**config.mk**
```make
export PLATFORM = sky130hd
export DESIGN_NAME = mac_seq_ctrl
export DESIGN_NICKNAME = d
export VERILOG_FILES = /design/src/rtl/mac_seq_ctrl.sv
export SDC_FILE = /design/constraint.sdc
export NUM_CORES = 1
export LEC_CHECK = 0
export CORE_ASPECT_RATIO = 0.5
export CORE_UTILIZATION = 34
export DETAILED_ROUTE_END_ITERATION = 8
export PLACE_DENSITY_LB_ADDON = 0.2
export SETUP_SLACK_MARGIN = 0.05
export SYNTH_ARGS = -nofsm -noshare
export SYNTH_HDL_FRONTEND = slang
export SYNTH_SLANG_ARGS = --single-unit
```
**constraint.sdc**
```tcl
create_clock -name clk -period 2 [get_ports clk]
set_input_delay 0.4 -clock clk [delete_from_list [all_inputs] [get_ports clk]]
set_output_delay 0.4 -clock clk [all_outputs]
set_load 0.05 [all_outputs]
```
**src/rtl/mac_seq_ctrl.sv**
```systemverilog
// Dot-product sequencer: pulls a/b pairs, drives one MAC and feeds
// each partial sum back as the next c operand until the job is done.
module mac_seq_ctrl #(
  parameter int bw      = 4,
  parameter int psum_bw = 16,
  parameter int len_bw  = 8,
  parameter int MAC_LAT = 1
) (
  input  logic               clk,
  input  logic               reset_n,
  input  logic               start,
  input  logic [len_bw-1:0]  len,
  input  logic [psum_bw-1:0] init_c,
  input  logic               in_valid,
  output logic               in_ready,
  input  logic [bw-1:0]      in_a,
  input  logic [bw-1:0]      in_b,
  output logic [bw-1:0]      mac_a,
  output logic [bw-1:0]      mac_b,
  output logic [psum_bw-1:0] mac_c,
  input  logic [psum_bw-1:0] mac_out,
  output logic               out_valid,
  input  logic               out_ready,
  output logic [psum_bw-1:0] out_psum,
  output logic               busy
);

  localparam int WCW = (MAC_LAT > 0) ? $clog2(MAC_LAT + 1) : 1;

  typedef enum logic [1:0] {
    IDLE  = 2'd0,
    FETCH = 2'd1,
    WAIT  = 2'd2,
    DONE  = 2'd3
  } state_e;

  state_e             state_q, state_d;
  logic [psum_bw-1:0] psum_q, psum_d;
  logic [bw-1:0]      a_q, a_d;
  logic [bw-1:0]      b_q, b_d;
  logic [len_bw-1:0]  tcnt_q, tcnt_d;
  logic [len_bw-1:0]  len_q, len_d;
  logic [WCW-1:0]     wcnt_q, wcnt_d;

  always_comb begin
    state_d = state_q;
    psum_d  = psum_q;
    a_d     = a_q;
    b_d     = b_q;
    tcnt_d  = tcnt_q;
    len_d   = len_q;
    wcnt_d  = wcnt_q;
    unique case (state_q)
      IDLE: begin
        if (start) begin
          psum_d  = init_c;
          len_d   = len;
          tcnt_d  = '0;
          state_d = (len == '0) ? DONE : FETCH;
        end
      end
      FETCH: begin
        if (in_valid) begin
          a_d     = in_a;
          b_d     = in_b;
          wcnt_d  = WCW'(MAC_LAT);
          state_d = WAIT;
        end
      end
      WAIT: begin
        if (wcnt_q != '0) begin
          wcnt_d = wcnt_q - WCW'(1);
        end else begin
          psum_d  = mac_out;
          tcnt_d  = tcnt_q + len_bw'(1);
          state_d = (tcnt_q == len_q - len_bw'(1)) ? DONE : FETCH;
        end
      end
      DONE: begin
        if (out_ready) state_d = IDLE;
      end
      default: state_d = IDLE;
    endcase
  end

  always_ff @(posedge clk) begin
    if (!reset_n) begin
      state_q <= IDLE;
      psum_q  <= '0;
      a_q     <= '0;
      b_q     <= '0;
      tcnt_q  <= '0;
      len_q   <= '0;
      wcnt_q  <= '0;
    end else begin
      state_q <= state_d;
      psum_q  <= psum_d;
      a_q     <= a_d;
      b_q     <= b_d;
      tcnt_q  <= tcnt_d;
      len_q   <= len_d;
      wcnt_q  <= wcnt_d;
    end
  end

  assign mac_a     = a_q;
  assign mac_b     = b_q;
  assign mac_c     = psum_q;
  assign out_psum  = psum_q;
  assign in_ready  = (state_q == FETCH);
  assign out_valid = (state_q == DONE);
  assign busy      = (state_q != IDLE);

endmodule

```
==> impl_metrics.toml <==
[logic_synthesis]
async_reset_ff_frac = 0
synth_edf_count = 0
yosys_warnings = 0
ys.flop_type = "dfxtp_1"
synth_fp_nets = 335
yosysUniqueCellTypes = 42
seq_area_frac_synth = 0.373
ys_ff_latch = 43
syn_area_um2 = 2310
avgSynthCellArea_um2 = 8.25
synth_cells = 280

[clocking]
cts.sinks = 43
cts_setup_buffers = 0
h-tree-depth = 2
clk_latency_ns = 0.29
path_clk_slew_ns = 0.06
hold_buffers = 0
cts_buffers = 5
cts_root_buf = "clkbuf_16"
cts_buffer_depth = 2
cts_tree = "done"

[detailed_routing]
wire_per_inst_um = 12.9
drt_first_pass_iters = 4
drt_iter0_markers = 90
routed_wl_mm = 5.73
vias = 2169
drc = 0
ant_nets = 0
viasPerCell = 4.87

[critical_path]
path_delay_family = "buffers and inverters"
worstReg2RegEnd = "state_q[1]"
cp-end-kind = "output port"
crit_slowest_cell = "clkdlybuf4s50_1"
worstPathRequired_ns = 1.60
start_kind = "flop"
critPathArrivalTime_ns = 1.48
cpPeakStageDelay_ns = 0.82
path_cells = "clkdlybuf4s50_1"
critPathMaxFanout = 3
critPathKind = "flop to output port"
worst-r2r-setup-slack_ns = 0.26
reg2reg_from = "len_q[1]"
crit_buf_inv = 1
crit_cells = 1
rr_worst_depth = 7

[timing]
setup_viol_count_final = 0
period_needed_ns = 1.88
rsz0062_at_grt = "false"
worst_pin_slew_ns = 0.503
period_share = 0.939
setup_ws_ns = 0.123
max_clock_freq_mhz = 533
hold_viol_final = 0
tns_ns = 0
maxSlewViolCount = 0
skew_ns = 0.00524
slew_headroom = 0.663

[die]
pin_count = 96
rows = 20
core_area_um2 = 6310
chipHeight_um = 60.3
die_area_um2 = 7150
start_util = 0.366
dieWidth_um = 119

[place]
gp_congestion = 0.796
dp_hpwl_mm = 4.24
portBuffers = 95
post_dp_cell_area_um2 = 3260
place_ws_ns = 0.0216

[final_layout]
n_antenna_cell = 0
area_delta_synth_final_pct = 48.0
layout.cells.most_common = "clkdlybuf4s50_1"
final_net_count = 412
drive_gt1_frac = 0.112
final_cell_mix = "92 x clkdlybuf4s50_1, 65 x nand2_1, 42 x dfxtp_1"
final_area_um2 = 3420

[power_and_ir_drop]
p_per_area_nw_per_um2 = 803
vdd_ir_drop_max_mv = 0.329
power_leakage_uw = 0.00125

[min_path]
holdPathStages = 2
hold_start = "mac_b[0]"
hold_class = "flop to flop"
hold_end = "mac_b[0]"

[global_route]
grt_max_degree = 38
first_global_vias = 2120
gr-usage-all-layers = 0.173
grt_pass1_wl_mm = 9.65
antenna_found_initial = 0
gr-total-overflow = 0

[flow_run]
cap_violations = 0

[outcome]
outcome = "finished clean"
==> Yosys cell counts (all sizes together) (2+ instances only) <==
library cell / number / area [um^2]
nand4: 3 / 18.8
nand2: 65 / 244
a21oi: 21 / 116
nand2b: 5 / 41.3
xor2: 7 / 61.3
a221oi: 2 / 17.5
dfxtp: 43 / 861
a41oi: 2 / 17.5
a311oi: 16 / 221
o21ai: 3 / 15.0
nand3: 11 / 55.1
ha: 2 / 25.0
nor4: 4 / 31.3
buf: 28 / 200
nor2: 27 / 101
and2: 2 / 12.5
inv: 7 / 26.3
xnor2: 8 / 70.1
nor3: 5 / 35.0
clkbuf: 6 / 22.5
==> sequential cells by signal (all words and copies together), names as in the netlist <==
name,count
len_q,8
mac_a,4
mac_b,4
mac_c,16
state_q,2
tcnt_q,8
wcnt_q,1
==> report_power, final <==
part	internal [uW]	leakage, uW	switching [uW]	total [uW]
Combinational	359	0.000824	508	866
Sequential	915	0.000353	52.6	968
Clock	583	0.0000769	328	910
==> worst max path at each step <==
stage	start	to	slack (ns)
4_1_cts	mac_c[3]	mac_c[3]	0.12
2_1_floorplan	len_q[0]	state_q[1]	0.34
5_1_grt	mac_c[14]	out_psum[14]	0.09
6_report	mac_c[3]	mac_c[3]	0.12
3_5_place_dp	len[4]	state_q[1]	0.02
3_3_place_gp	len[4]	state_q[1]	0.09
==> through the flow <==
stage               hold slack (ns)  total power [uW]   util  std cells
floorplan                     0.449              1570      -        280
global placement              0.442              1840  0.517        438
detailed placement            0.451              1860  0.517        438
CTS                           0.459              2780  0.542        445
global route                  0.481              2860  0.542        445
finish                        0.461              2740  0.542        445
==> kinds of logic after synthesis <==
family | count (synthesis) | share of synthesized area
and+or+nand+nor | 128 | 0.252
AOI/OAI and AO/OA | 50 | 0.190
DFF | 43 | 0.373
buffers and inverters | 41 | 0.108
xor gates and xnor gates | 15 | 0.0569
adders and majority gates | 2 | 0.0108
muxes | 1 | 0.00975
==> timing repair <==
item | in CTS | in global routing
hold endpoints to repair | 0 | 0
resized for setup | 0 | 1
endpoints found under the setup margin | 0 | 1
==> cell type report <==
| cell class | instances | area (um^2) |
|---|---|---|
| clock buffers | 6 | 129 |
| multi-input cells | 196 | 1200 |
| inverters | 7 | 26.3 |
| well taps | 88 | 110 |
| clock inverters | 1 | 30.0 |
| flip-flops and latches | 43 | 862 |
| repair buffers | 104 | 1060 |
| fillers | 600 | 2890 |
==> per-layer routing <==
metal / vias up / GRT usage / share of wire
met5: - / 0 / 0
met4: 0 / 0.0597 / 0.012
met3: 8 / 0.0468 / 0.047
met2: 63 / 0.300 / 0.44
met1: 1002 / 0.213 / 0.50
li1: 1096 / - / -
No activity file was read; power rests on OpenSTA's default activity.
